===== config.mk =====
export PLATFORM = sky130hd
export DESIGN_NAME = mem_ctrl_flat
export DESIGN_NICKNAME = d
export VERILOG_FILES = /design/src/rtl/mem_ctrl_pkg.sv /design/src/rtl/mem_ctrl_if.sv /design/src/rtl/mem_ctrl_load_extend.sv /design/src/rtl/mem_ctrl.sv /design/src/flat_wrapper.sv
export SDC_FILE = /design/constraint.sdc
export NUM_CORES = 1
export LEC_CHECK = 0
export CAP_MARGIN = 20
export CORE_ASPECT_RATIO = 0.7
export CORE_MARGIN = 2
export CORE_UTILIZATION = 54
export DETAILED_ROUTE_END_ITERATION = 10
export PLACE_DENSITY_LB_ADDON = 0.08
export RECOVER_POWER = 50
export SYNTH_ARGS = -nofsm -noshare
export SYNTH_HDL_FRONTEND = slang
export SYNTH_SLANG_ARGS = --single-unit

===== constraint.sdc =====
create_clock -name clk_in -period 6 [get_ports clk_in]
set_input_delay 1.2 -clock clk_in [delete_from_list [all_inputs] [get_ports clk_in]]
set_output_delay 1.2 -clock clk_in [all_outputs]
set_load 0.1 [all_outputs]

===== src/rtl/mem_ctrl_pkg.sv =====
// Shared types and constants for the byte-serial memory controller.
package mem_ctrl_pkg;

  typedef enum logic [1:0] {
    ST_IDLE  = 2'd0,
    ST_READ  = 2'd1,
    ST_WRITE = 2'd2,
    ST_DONE  = 2'd3
  } state_e;

  typedef enum logic {
    OWN_IF  = 1'b0,
    OWN_MEM = 1'b1
  } owner_e;

  localparam logic [1:0] SIZE_B = 2'd0;
  localparam logic [1:0] SIZE_H = 2'd1;
  localparam logic [1:0] SIZE_W = 2'd2;

  // Size code 3 is served as a full word.
  function automatic logic [2:0] nbytes(input logic [1:0] size);
    case (size)
      SIZE_B:  nbytes = 3'd1;
      SIZE_H:  nbytes = 3'd2;
      default: nbytes = 3'd4;
    endcase
  endfunction

endpackage


===== src/rtl/mem_ctrl_if.sv =====
// Requester and RAM-port bundle; the controller sits on the slave modport.
interface mem_ctrl_if #(parameter int ADDR_W = 17);
  logic              if_req_in;
  logic [31:0]       if_addr_in;
  logic              if_done_out;
  logic [31:0]       if_data_out;
  logic              mem_req_in;
  logic              mem_we_in;
  logic [1:0]        mem_size_in;
  logic              mem_signed_in;
  logic [31:0]       mem_addr_in;
  logic [31:0]       mem_wdata_in;
  logic              mem_done_out;
  logic [31:0]       mem_rdata_out;
  logic [7:0]        ram_din_in;
  logic [7:0]        ram_dout_out;
  logic [ADDR_W-1:0] ram_a_out;
  logic              ram_wr_out;

  modport slave (
    input  if_req_in, if_addr_in, mem_req_in, mem_we_in, mem_size_in,
           mem_signed_in, mem_addr_in, mem_wdata_in, ram_din_in,
    output if_done_out, if_data_out, mem_done_out, mem_rdata_out,
           ram_dout_out, ram_a_out, ram_wr_out
  );

  modport master (
    output if_req_in, if_addr_in, mem_req_in, mem_we_in, mem_size_in,
           mem_signed_in, mem_addr_in, mem_wdata_in, ram_din_in,
    input  if_done_out, if_data_out, mem_done_out, mem_rdata_out,
           ram_dout_out, ram_a_out, ram_wr_out
  );
endinterface


===== src/rtl/mem_ctrl_load_extend.sv =====
// Sign/zero extension of an assembled little-endian load value.
module mem_ctrl_load_extend
  import mem_ctrl_pkg::*;
(
  input  logic [31:0] data_i,
  input  logic [1:0]  size_i,
  input  logic        signed_i,
  output logic [31:0] data_o
);

  always_comb begin
    case (size_i)
      SIZE_B:  data_o = {{24{signed_i & data_i[7]}},  data_i[7:0]};
      SIZE_H:  data_o = {{16{signed_i & data_i[15]}}, data_i[15:0]};
      default: data_o = data_i;
    endcase
  end

endmodule


===== src/rtl/mem_ctrl.sv =====
// Arbitrates IF fetches and MEM loads/stores onto a byte-wide synchronous RAM,
// serializing each access into byte cycles and pulsing done to the winner.
module mem_ctrl
  import mem_ctrl_pkg::*;
#(
  parameter int ADDR_W = 17
) (
  input  logic    clk_in,
  input  logic    rst_in,
  mem_ctrl_if.slave bus
);

  state_e            state_q, state_d;
  owner_e            own_q, own_d;
  logic [ADDR_W-1:0] addr_q, addr_d;
  logic [1:0]        size_q, size_d;
  logic              sgn_q, sgn_d;
  logic [31:0]       wdata_q, wdata_d;
  logic [2:0]        idx_q, idx_d;
  logic [2:0]        n_q, n_d;
  logic [31:0]       rbuf_q, rbuf_d;
  logic              if_done_q, if_done_d;
  logic              mem_done_q, mem_done_d;
  logic [31:0]       if_data_q, if_data_d;
  logic [31:0]       mem_rdata_q, mem_rdata_d;
  logic [ADDR_W-1:0] ram_a_q, ram_a_d;
  logic              ram_wr_q, ram_wr_d;
  logic [7:0]        ram_dout_q, ram_dout_d;

  logic [31:0]       asm_data, ext_data;
  logic [2:0]        lane, idx_nx;
  logic [ADDR_W-1:0] addr_nx;
  logic              unused_addr_hi;

  assign unused_addr_hi = ^{bus.if_addr_in[31:ADDR_W], bus.mem_addr_in[31:ADDR_W]};

  assign idx_nx  = idx_q + 3'd1;
  assign addr_nx = addr_q + ADDR_W'(idx_nx);
  assign lane    = idx_q - 3'd1;

  // RAM data lags its address by one cycle, so byte i lands while idx_q == i+1.
  always_comb begin
    asm_data = rbuf_q;
    if (state_q == ST_READ && idx_q != 3'd0)
      asm_data[{lane[1:0], 3'b000} +: 8] = bus.ram_din_in;
  end

  mem_ctrl_load_extend u_ext (
    .data_i   (asm_data),
    .size_i   (size_q),
    .signed_i (sgn_q),
    .data_o   (ext_data)
  );

  always_comb begin
    state_d     = state_q;
    own_d       = own_q;
    addr_d      = addr_q;
    size_d      = size_q;
    sgn_d       = sgn_q;
    wdata_d     = wdata_q;
    idx_d       = idx_q;
    n_d         = n_q;
    rbuf_d      = rbuf_q;
    if_data_d   = if_data_q;
    mem_rdata_d = mem_rdata_q;
    if_done_d   = 1'b0;
    mem_done_d  = 1'b0;
    ram_a_d     = '0;
    ram_wr_d    = 1'b0;
    ram_dout_d  = 8'h00;
    case (state_q)
      ST_IDLE: begin
        idx_d = 3'd0;
        if (bus.mem_req_in) begin
          own_d   = OWN_MEM;
          addr_d  = bus.mem_addr_in[ADDR_W-1:0];
          size_d  = bus.mem_size_in;
          sgn_d   = bus.mem_signed_in;
          wdata_d = bus.mem_wdata_in;
          n_d     = nbytes(bus.mem_size_in);
          ram_a_d = bus.mem_addr_in[ADDR_W-1:0];
          if (bus.mem_we_in) begin
            state_d    = ST_WRITE;
            ram_wr_d   = 1'b1;
            ram_dout_d = bus.mem_wdata_in[7:0];
          end else begin
            state_d = ST_READ;
          end
        end else if (bus.if_req_in) begin
          own_d   = OWN_IF;
          addr_d  = bus.if_addr_in[ADDR_W-1:0];
          size_d  = SIZE_W;
          sgn_d   = 1'b0;
          n_d     = 3'd4;
          ram_a_d = bus.if_addr_in[ADDR_W-1:0];
          state_d = ST_READ;
        end
      end
      ST_READ: begin
        rbuf_d = asm_data;
        if (idx_q == n_q) begin
          state_d = ST_DONE;
          if (own_q == OWN_MEM) begin
            mem_rdata_d = ext_data;
            mem_done_d  = 1'b1;
          end else begin
            if_data_d = asm_data;
            if_done_d = 1'b1;
          end
        end else begin
          idx_d = idx_nx;
          if (idx_nx < n_q) ram_a_d = addr_nx;
        end
      end
      ST_WRITE: begin
        if (idx_nx == n_q) begin
          state_d    = ST_DONE;
          mem_done_d = 1'b1;
        end else begin
          idx_d      = idx_nx;
          ram_wr_d   = 1'b1;
          ram_a_d    = addr_nx;
          ram_dout_d = wdata_q[{idx_nx[1:0], 3'b000} +: 8];
        end
      end
      default: state_d = ST_IDLE;
    endcase
  end

  always_ff @(posedge clk_in or negedge rst_in) begin
    if (!rst_in) begin
      state_q     <= ST_IDLE;
      own_q       <= OWN_IF;
      addr_q      <= '0;
      size_q      <= SIZE_B;
      sgn_q       <= 1'b0;
      wdata_q     <= '0;
      idx_q       <= '0;
      n_q         <= '0;
      rbuf_q      <= '0;
      if_done_q   <= 1'b0;
      mem_done_q  <= 1'b0;
      if_data_q   <= '0;
      mem_rdata_q <= '0;
      ram_a_q     <= '0;
      ram_wr_q    <= 1'b0;
      ram_dout_q  <= '0;
    end else begin
      state_q     <= state_d;
      own_q       <= own_d;
      addr_q      <= addr_d;
      size_q      <= size_d;
      sgn_q       <= sgn_d;
      wdata_q     <= wdata_d;
      idx_q       <= idx_d;
      n_q         <= n_d;
      rbuf_q      <= rbuf_d;
      if_done_q   <= if_done_d;
      mem_done_q  <= mem_done_d;
      if_data_q   <= if_data_d;
      mem_rdata_q <= mem_rdata_d;
      ram_a_q     <= ram_a_d;
      ram_wr_q    <= ram_wr_d;
      ram_dout_q  <= ram_dout_d;
    end
  end

  assign bus.if_done_out   = if_done_q;
  assign bus.if_data_out   = if_data_q;
  assign bus.mem_done_out  = mem_done_q;
  assign bus.mem_rdata_out = mem_rdata_q;
  assign bus.ram_a_out     = ram_a_q;
  assign bus.ram_wr_out    = ram_wr_q;
  assign bus.ram_dout_out  = ram_dout_q;

endmodule

===== src/flat_wrapper.sv =====
// flat-port wrapper written by rule: the top's interface ports become plain ports
module mem_ctrl_flat import mem_ctrl_pkg::*;
#(
  parameter int ADDR_W = 17
)
  (clk_in, rst_in, bus_if_req_in, bus_if_addr_in, bus_mem_req_in, bus_mem_we_in, bus_mem_size_in, bus_mem_signed_in, bus_mem_addr_in, bus_mem_wdata_in, bus_ram_din_in, bus_if_done_out, bus_if_data_out, bus_mem_done_out, bus_mem_rdata_out, bus_ram_dout_out, bus_ram_a_out, bus_ram_wr_out);
  mem_ctrl_if #(.ADDR_W(ADDR_W)) bus_i ();
  input  logic clk_in;
  input  logic rst_in;
  input wire logic [$bits(bus_i.if_req_in)-1:0] bus_if_req_in;
  input wire logic [$bits(bus_i.if_addr_in)-1:0] bus_if_addr_in;
  input wire logic [$bits(bus_i.mem_req_in)-1:0] bus_mem_req_in;
  input wire logic [$bits(bus_i.mem_we_in)-1:0] bus_mem_we_in;
  input wire logic [$bits(bus_i.mem_size_in)-1:0] bus_mem_size_in;
  input wire logic [$bits(bus_i.mem_signed_in)-1:0] bus_mem_signed_in;
  input wire logic [$bits(bus_i.mem_addr_in)-1:0] bus_mem_addr_in;
  input wire logic [$bits(bus_i.mem_wdata_in)-1:0] bus_mem_wdata_in;
  input wire logic [$bits(bus_i.ram_din_in)-1:0] bus_ram_din_in;
  output wire logic [$bits(bus_i.if_done_out)-1:0] bus_if_done_out;
  output wire logic [$bits(bus_i.if_data_out)-1:0] bus_if_data_out;
  output wire logic [$bits(bus_i.mem_done_out)-1:0] bus_mem_done_out;
  output wire logic [$bits(bus_i.mem_rdata_out)-1:0] bus_mem_rdata_out;
  output wire logic [$bits(bus_i.ram_dout_out)-1:0] bus_ram_dout_out;
  output wire logic [$bits(bus_i.ram_a_out)-1:0] bus_ram_a_out;
  output wire logic [$bits(bus_i.ram_wr_out)-1:0] bus_ram_wr_out;
  assign bus_i.if_req_in = bus_if_req_in;
  assign bus_i.if_addr_in = bus_if_addr_in;
  assign bus_i.mem_req_in = bus_mem_req_in;
  assign bus_i.mem_we_in = bus_mem_we_in;
  assign bus_i.mem_size_in = bus_mem_size_in;
  assign bus_i.mem_signed_in = bus_mem_signed_in;
  assign bus_i.mem_addr_in = bus_mem_addr_in;
  assign bus_i.mem_wdata_in = bus_mem_wdata_in;
  assign bus_i.ram_din_in = bus_ram_din_in;
  assign bus_if_done_out = bus_i.if_done_out;
  assign bus_if_data_out = bus_i.if_data_out;
  assign bus_mem_done_out = bus_i.mem_done_out;
  assign bus_mem_rdata_out = bus_i.mem_rdata_out;
  assign bus_ram_dout_out = bus_i.ram_dout_out;
  assign bus_ram_a_out = bus_i.ram_a_out;
  assign bus_ram_wr_out = bus_i.ram_wr_out;
  mem_ctrl #(.ADDR_W(ADDR_W)) u_core (.clk_in(clk_in), .rst_in(rst_in), .bus(bus_i));
endmodule

# Yosys cells after proc, flatten, opt, wreduce, memory -nomap -nowiden
# Index checks and enable logic that the tools add are counted.
# word_totals
memories,0
word_cells,94
latchBits,0
input_bits,112
output_inout_bits,92
ramBits,0
rom_bits,0
regBits,185
# classes
n_mux,43
bitwise_logic,3
div,0
order_cmp,1
reduce_logical,13
multipliers,0
eq_ne,11
n_addsub,4
shifts,3
# ops
cell,n
two-way mux 17 bit,7
case mux 32 bit (2 select lines),1
case mux 17 bit (3 select lines),1
bitwise mux 32 bit,1
two-way mux 32 bit,1
variable shift 8 x 7 -> 32 bit (first input constant),1
indexed part select 32 x 6 -> 8 bit,1
indexed part select 8 x 7 -> 32 bit,1
two-way mux 8 bit,3
adder 17 x 3 -> 17 bit,1
case mux 8 bit (2 select lines),1
two-way mux 2 bit,7
two-way mux 1 bit,12
two-way mux 3 bit,4
AND reduction 3 bit,4
case mux 3 bit (3 select lines),1
negator 5 -> 7 bit,1
equality test 2 x 1 -> 1 bit (second input constant),3
equality test 3 bit,2
logical NOT 2 bit,3
inequality test 2 bit (second input constant),3
case mux 2 bit (3 select lines),1
case mux 3 bit (2 select lines),1
nonzero test 3 bit,2
other kinds (12),15

# Longest topological paths before layout
# Gate-level depths: netlist (run 1).
# logic_depth
word_depth,7
depth_mapped,11
ltp_nobuf,7

# Hierarchy
# Synthesis (run 1) repeated with hierarchy kept, for this count alone.
# hier_totals
cells_unflattened,746
area_unflattened_um2,9171.3
# by_module_without_submodules
module,area_each_um2,cells_per_inst,instances,seq_area_each_um2
mem_ctrl,8785.9,680,1,4629.4
mem_ctrl_load_extend,385.4,66,1,0.0

# Worst setup path after synthesis (run 1)
# No wires, ideal clock.
# synth_timing
path_type,register to register
from,register u_core.idx_q[0]
to,"register u_core.ram_a_q[13], in the netlist u_core.bus.ram_a_out[13]"
arrival_time_ns,2.835
n_path_buf,2
synth_period_minus_slack_ns,2.935
required_ns,5.899
setup_slack_ns,3.065
stages_incl_launch_ff,10
path_cell_list,dfrtp_1 buf_2 buf_1 inv_1 ha_1 ha_1 a211oi_1 nor3_1 and4b_1 nor4_1
# synth_via
elab_chain_len,5
# synth_lines
element,line_no,rtl
from (decl),mem_ctrl.sv:19,"logic [2:0] idx_q, idx_d;"
from (signal assigned),mem_ctrl.sv:156,idx_q <= idx_d;
adder 3 x 1 -> 3 bit,mem_ctrl.sv:37,assign idx_nx = idx_q + 3'd1;
adder 17 x 3 -> 17 bit or less-than comparator 3 bit (tied branches),"mem_ctrl.sv:38, mem_ctrl.sv:113",
two-way mux 17 bit,mem_ctrl.sv:113,if (idx_nx < n_q) ram_a_d = addr_nx;
two-way mux 17 bit,mem_ctrl.sv:102,if (idx_q == n_q) begin
case mux 17 bit (3 select lines) (*),mem_ctrl.sv:72,case (state_q)
via u_core.ram_a_d[13],mem_ctrl.sv:26,"logic [ADDR_W-1:0] ram_a_q, ram_a_d;"
to (signal assigned),mem_ctrl.sv:163,ram_a_q <= ram_a_d;
to (decl),mem_ctrl.sv:26,
# The timed path passes the listed nets; every way through them passes the cells marked *.
# A chain may end at the register's enable or synchronous reset.

# Worst setup path in the final report (run 1)
# layout_timing
from,input port bus_mem_req_in
to,"register u_core.ram_a_q[13], in the netlist u_core.bus.ram_a_out[13]"
# layout_via
elab_chain_len,2
# layout_lines
element,line_no,rtl
from (decl),flat_wrapper.sv:12,input wire logic [$bits(bus_i.mem_req_in)-1:0] bus_mem_req_in;
two-way mux 17 bit,mem_ctrl.sv:75,if (bus.mem_req_in) begin
case mux 17 bit (3 select lines),mem_ctrl.sv:72,
via u_core.ram_a_d[13],mem_ctrl.sv:26,
# The timed path passes the listed nets, and every way through them passes these cells.

==> reports/qor.csv, run 1 <==
stage,metric,value,unit
sta,setup_tns,0,ps
logic_synthesis,"Top FF cell, synth",dfrtp_1,
critical_path,CP Max Fanout,33,
floorplan,Die Ht,110,um
critical_path,crit-path leading delay family,buffers and inverters,
floorplan,num ports,204,
logic_synthesis,Synth Warn #,0,
clock_network,Num CTS Buffers,17,
final_layout,synthesis-to-finish area growth,27.7,%
critical_path,WS Path Type,in -> reg,
min_path,worst min path class,reg -> reg,
sta,Tmin final,4180,ps
clock_network,clk buf depth,2,
sta,Final Skew,7.21,ps
sta,RSZ-0062 raised after global routing,no,
floorplan,core box area,0.0156,mm2
logic_synthesis,top cell type's share of synthesized area,0.530,
clock_network,post-cts hold buffer count,0,
global_routing,pin count of the biggest net entering global routing,67,
logic_synthesis,post-synthesis register bit count,185,
logic_synthesis,"top cells by area, synth","dfrtp_1 53%, mux2_2 9.5%, mux2i_1 2.5%",
logic_synthesis,Post-synth EDFFs,0,
final_layout,FILL cells,1133,
logic_synthesis,synthesized cell area,0.00874,mm2
clock_network,post-CTS setup repair buffer count,0,
critical_path,Bufs and invs on worst path,3,
placed_design,Placer Congestion,0.854,
global_routing,global route overflow,0,
global_routing,first-pass GRT wire length,34.7,mm
final_layout,final net count,1008,
route,Vias,6393,
clock_network,CTS Sinks,185,
sta,Max Clock Freq,239,MHz
clock_network,clock insertion delay at the later pin of the skew report,430,ps
floorplan,Die X,156,um
placed_design,Post-DP HPWL,14.6,mm
logic_synthesis,sequential element share of the synthesized area,0.530,
min_path,HP Start,u_core.bus.if_data_out[29]$_DFFE_PN0P_,
sta,final hold violations,0,
sta,Max Slew Vio Count,151,
critical_path,worst r2r src,u_core.idx_q[0]$_DFFE_PN0P_,
clock_network,CTS tree,built,
final_layout,ant diodes,0,
critical_path,"Req. time, crit path",6320,ps
route,remaining antenna violation count after routing,0,
critical_path,CP max-delay cell,clkbuf_1,
final_layout,final cell count without fillers,1092,
sta,Tightest Pin Transition,3000,ps
critical_path,Critical Path Source,bus_mem_req_in,
sta,Final Cycle Share,0.696,
logic_synthesis,Avg Synthesized Cell Area,12.0,um2
route,vias per cell,5.85,
final_layout,fraction of layout cells with a size suffix above 1,0.179,
critical_path,critical path cell sequence,dlygate4sd3_1 -> clkbuf_1 -> o21ai_0 -> buf_4 -> nor2_1 -> and4b_1 -> nor4_1,
sta,Setup-failing EPs final,0,
run_status,failing checks,"max-capacitance violations, max-slew violations",
global_routing,Total GRT Usage,0.257,
logic_synthesis,post-synthesis cell type count,59,
clock_network,root buf cell,clkbuf_16,
floorplan,DIE AREA,0.0172,mm2
global_routing,vias in the first global route,6675,
sta,Max-slew headroom,-0.997,
critical_path,"slowest stage delay, CP",1140,ps
critical_path,arrival time at the worst endpoint,4500,ps
logic_synthesis,Gate Count Post-Synth,727,
clock_network,H-tree Lvls,4,
flow_run,max_cap viols,4,
logic_synthesis,ys async rst share,1.00,
route,DRC,0,
critical_path,Critical Path Source Type,input pin,
floorplan,starting density of the core,0.559,
clock_network,Clock transition at path regs,70,ps
route,Routed Wire Length,21.1,mm
logic_synthesis,largest area contributor in the netlist,dfrtp_1,
global_routing,initial antenna violation count,0,
route,DRT Pass-1 Iters,4,
run_status,status,"finished, violations left",
floorplan,number of cell rows,38,
route,DRC marker count from the first detailed-route iteration,377,
route,WL per Instance,19.3,um
placed_design,post-placement cell count,1060,
clock_network,post-CTS sizing,0,
critical_path,Worst setup EP type,flip-flop,
logic_synthesis,syn nets,856,
sta,worst hold margin,492,ps
placed_design,port bufs,173,
==> per-layer routing <==
metal / global-route usage / vias to the layer above / wire length (um)
met5: 0 / - / 0
met4: 0.0709 / 0 / 269
met3: 0.0706 / 28 / 1440
met2: 0.393 / 221 / 9660
met1: 0.364 / 3203 / 9730
li1: - / 2941 / -
==> flip-flops by register name, summed over array words and instances, names as in the netlist <==
signal,count
u_core.own_q,1
u_core.idx_q,3
u_core.bus.if_data_out,32
u_core.size_q,2
u_core.bus.if_done_out,1
u_core.sgn_q,1
u_core.wdata_q,32
u_core.bus.mem_done_out,1
u_core.addr_q,17
u_core.bus.ram_dout_out,8
u_core.n_q,3
u_core.bus.ram_wr_out,1
u_core.bus.mem_rdata_out,32
u_core.rbuf_q,32
u_core.state_q,2
u_core.bus.ram_a_out,17
==> cell type report <==
type                    instances  area [um2]  share of cell area
clock buffers                  18         439              0.0394
clock inverters                14         163              0.0146
inverters                      18        67.6             0.00606
multi-input cells             473        3810               0.342
flip-flops and latches        185        4630               0.415
well taps                     200         250              0.0224
repair buffers                184        1800               0.161
==> kinds of logic after synthesis <==
logic type      count (synthesis)  synth area share
simple gates                  197             0.120
flops                         185             0.530
compound gates                138             0.131
mux                           109             0.148
buf+inv                        69            0.0348
fa+ha+maj                      17            0.0252
xor+xnor                       12            0.0120
==> per-stage QoR <==
stage | utilization | instance area, um2 | worst slack [ps]
6_report | 0.713 | 11200 | 1820
5_1_grt | 0.713 | 11200 | 1300
4_1_cts | 0.715 | 11200 | 2680
3_5_place_dp | 0.677 | 10600 | 2710
3_3_place_gp | 0.677 | 10600 | 2780
2_1_floorplan | - | 8740 | 3060
==> cell usage in the layout, fill, tap and decap left out, drive strengths merged, types with 16 or more instances in the layout <==
cell and count:
or2 19, nand2 44, mux2 79, dfrtp 185, clkdlybuf4s50 171, o21a 17
clkbuf 23, o21ai 32, mux2i 22, a41oi 16, nor4 25, inv 22
ha 16, nor2 47
==> Yosys cell counts (11+ instances only) <==
master	instances
dfrtp_1	185
nand2_1	43
nor4_1	22
o31ai_1	12
or2_2	18
o21ai_0	28
a21o_1	12
ha_1	16
buf_2	21
mux2i_1	22
inv_1	17
a41oi_2	12
nand3_1	11
o21a_1	17
mux2_2	74
a311oi_1	11
clkbuf_1	22
nor2_1	47
==> worst paths after layout <==
kind,cells past startpoint,end,slack (ps)
max reg2reg,8,u_core.bus.mem_rdata_out[17]$_DFFE_PN0P_,2030
min in group asynchronous,1,u_core.wdata_q[25]$_DFFE_PN0P_,760
max in group asynchronous,2,u_core.rbuf_q[11]$_DFFE_PN0P_,1990
min,1,u_core.bus.if_data_out[29]$_DFFE_PN0P_,490
max,7,u_core.bus.ram_a_out[13]$_DFF_PN0_,1820
min reg2reg,1,u_core.bus.if_data_out[29]$_DFFE_PN0P_,490
Power of run 1 is not shown: default switching activity piles up to over one toggle a cycle in this logic, so the estimate is an artifact.
==> inputs of run 2 (changes only) <==
--- a/config.mk
+++ b/config.mk
@@ -8,7 +8,7 @@
 export CAP_MARGIN = 20
 export CORE_ASPECT_RATIO = 0.7
 export CORE_MARGIN = 2
-export CORE_UTILIZATION = 54
+export CORE_UTILIZATION = 50
 export DETAILED_ROUTE_END_ITERATION = 10
 export PLACE_DENSITY_LB_ADDON = 0.08
 export RECOVER_POWER = 50
==> constraint.sdc (replaced) <==
create_clock -name clk_in -period 3.95 [get_ports clk_in]
set_input_delay 0.79 -clock clk_in [delete_from_list [all_inputs] [get_ports clk_in]]
set_output_delay 0.79 -clock clk_in [all_outputs]
set_load 0.1 [all_outputs]
==> reports/qor.csv, run 2 (synthesis results as in run 1) <==
stage,metric,value,unit,change
run_status,status,"finished, violations left",,unchanged
run_status,failing checks,"max-capacitance violations, max-slew violations",,unchanged
placed_design,Placer Congestion,0.845,,was 0.854
final_layout,ant diodes,0,,unchanged
critical_path,reg2reg end,u_core.bus.ram_a_out[15]$_DFF_PN0_,,was u_core.bus.mem_rdata_out[17]$_DFFE_PN0P_
global_routing,vias in the first global route,6317,,"was 6,675"
route,DRT Pass-1 Iters,4,,unchanged
route,WL per Instance,18.2,um,was 19.3 um
critical_path,Critical Path Source Type,input pin,,unchanged
floorplan,Die Ht,115,um,was 110 um
global_routing,global route overflow,0,,unchanged
critical_path,"Req. time, crit path",4220,ps,was 6320 ps
clock_network,post-cts hold buffer count,0,,unchanged
clock_network,CTS Sinks,185,,unchanged
sta,Final Skew,10.3,ps,was 7.21 ps
clock_network,clock insertion delay at the later pin of the skew report,430,ps,about the same
placed_design,dpl ws,1040,ps,was 2710 ps
critical_path,Worst R2R Path Depth,8,,unchanged
min_path,HP Start,u_core.bus.if_data_out[28]$_DFFE_PN0P_,,was u_core.bus.if_data_out[29]$_DFFE_PN0P_
sta,Tightest Pin Transition,2070,ps,was 3000 ps
route,Routed Wire Length,20.5,mm,was 21.1 mm
sta,Max Slew Vio Count,154,,was 151
clock_network,H-tree Lvls,4,,unchanged
critical_path,worst reg2reg setup slack,960,ps,was 2030 ps
sta,Final Cycle Share,0.813,,
floorplan,DIE AREA,0.0186,mm2,was 0.0172 mm2
sta,RSZ-0062 raised after global routing,no,,unchanged
final_layout,"commonest non-fill, non-tap cell in the layout",dfrtp_1,,unchanged
global_routing,first-pass GRT wire length,33.4,mm,was 34.7 mm
clock_network,root buf cell,clkbuf_16,,unchanged
route,Vias,6279,,"was 6,393"
floorplan,number of cell rows,40,,was 38
sta,Max-slew headroom,-0.380,,was -0.997
floorplan,num ports,204,,unchanged
route,DRC,0,,unchanged
sta,final hold violations,0,,unchanged
critical_path,CP max-delay cell,clkbuf_1,,unchanged
critical_path,crit-path leading delay family,buffers and inverters,,unchanged
clock_network,clk buf depth,2,,unchanged
clock_network,post-CTS setup repair buffer count,0,,unchanged
final_layout,fraction of layout cells with a size suffix above 1,0.193,,was 0.179
route,remaining antenna violation count after routing,0,,unchanged
critical_path,arrival time at the worst endpoint,3480,ps,was 4500 ps
clock_network,Clock transition at path regs,70,ps,about the same
clock_network,CTS tree,built,,unchanged
critical_path,Bufs and invs on worst path,2,,was 3
placed_design,Post-DP HPWL,14.2,mm,was 14.6 mm
critical_path,worst r2r src,u_core.idx_q[0]$_DFFE_PN0P_,,unchanged
route,DRC marker count from the first detailed-route iteration,415,,was 377
global_routing,pin count of the biggest net entering global routing,85,,was 67
global_routing,initial antenna violation count,0,,unchanged
floorplan,core box area,0.0171,mm2,was 0.0156 mm2
flow_run,max_cap viols,3,,was 4
min_path,Worst Hold Depth,1,,unchanged
sta,setup_tns,0,ps,unchanged
floorplan,starting density of the core,0.511,,was 0.559
sta,Max Clock Freq,312,MHz,
global_routing,Total GRT Usage,0.230,,was 0.257
floorplan,Die X,162,um,was 156 um
route,vias per cell,5.57,,was 5.85
final_layout,synthesis-to-finish area growth,28.6,%,was 27.7%
sta,Setup-failing EPs final,0,,unchanged
min_path,Hold Path End,u_core.bus.if_data_out[28]$_DFFE_PN0P_,,was u_core.bus.if_data_out[29]$_DFFE_PN0P_
sta,final worst slack,740,ps,was 1820 ps
clock_network,post-CTS sizing,0,,unchanged
critical_path,WS Path Type,in -> reg,,unchanged
final_layout,final net count,1012,,"was 1,008"
critical_path,CP Max Fanout,34,,was 33
critical_path,Worst setup EP type,flip-flop,,unchanged
critical_path,critical path cell sequence,dlygate4sd3_1 -> o21ai_2 -> clkbuf_1 -> nor2_1 -> a311oi_1 -> nor3_1,,was dlygate4sd3_1 -> clkbuf_1 -> o21ai_0 -> buf_4 -> nor2_1 -> and4b_1 -> nor4_1
sta,Tmin final,3210,ps,
min_path,worst min path class,reg -> reg,,unchanged
placed_design,port bufs,173,,unchanged
final_layout,"commonest cells after routing, fill and taps aside","185 x dfrtp_1, 171 x clkdlybuf4s50_1, 71 x mux2_2",,"was 185 x dfrtp_1, 171 x clkdlybuf4s50_1, 67 x mux2_2"
critical_path,"slowest stage delay, CP",1150,ps,was 1140 ps
final_layout,FILL cells,1323,,"was 1,133"
clock_network,Num CTS Buffers,17,,unchanged
run 2: cell count changes in the layout (fill, tap and decap cells not counted), moves of 3 or more:
cell	change
mux2_2	+4
clkbuf_1	-3
clkinvlp_4	-4
mux2_1	-4
inv_6	+3
clkbuf_2	+4
buf_4	+3
run 2: per-layer routing:
| layer | part of all wire | vias to the layer above | track usage |
|---|---|---|---|
| met5 | 0 | - | 0 |
| met4 | 0.0073 | 0 | 0.0490 |
| met3 | 0.064 | 14 | 0.0692 |
| met2 | 0.45 | 160 | 0.337 |
| met1 | 0.48 | 3137 | 0.340 |
| li1 | - | 2968 | - |
run 2: per-stage QoR:
stage,instances,hold WS [ps],utilization,instance area (um2)
final,1127,492,0.657,11200
after global routing,1127,508,0.657,11200
after CTS,1127,426,0.658,11300
after detailed placement,1095,471,0.623,10700
after global placement,1095,470,0.623,10700
after floorplan,727,450,-,8740
run 2: worst max-delay path by stage:
stage                           startpoint                            endpoint  slack (ps)  cells after the start
3_5_place_dp   u_core.idx_q[0]$_DFFE_PN0P_  u_core.bus.ram_a_out[15]$_DFF_PN0_        1040                      8
6_report                    bus_mem_req_in   u_core.bus.ram_a_out[7]$_DFF_PN0_         740                      6
2_1_floorplan  u_core.idx_q[0]$_DFFE_PN0P_  u_core.bus.ram_a_out[13]$_DFF_PN0_        1010                      9
3_3_place_gp   u_core.idx_q[0]$_DFFE_PN0P_  u_core.bus.ram_a_out[13]$_DFF_PN0_        1130                      8
5_1_grt                     bus_mem_req_in   u_core.bus.ram_a_out[7]$_DFF_PN0_         550                      6
4_1_cts        u_core.idx_q[0]$_DFFE_PN0P_  u_core.bus.ram_a_out[15]$_DFF_PN0_        1010                      8
run 2: area by class of cell:
class	instances	area [um2]	share of cell area
inverters	18	67.6	0.00601
clock buffers	18	439	0.0391
well taps	231	289	0.0257
clock inverters	14	154	0.0137
flip-flops and latches	185	4630	0.412
repair buffers	188	1840	0.163
multi-input cells	473	3820	0.340
Power of run 2 is left out for the same reason.
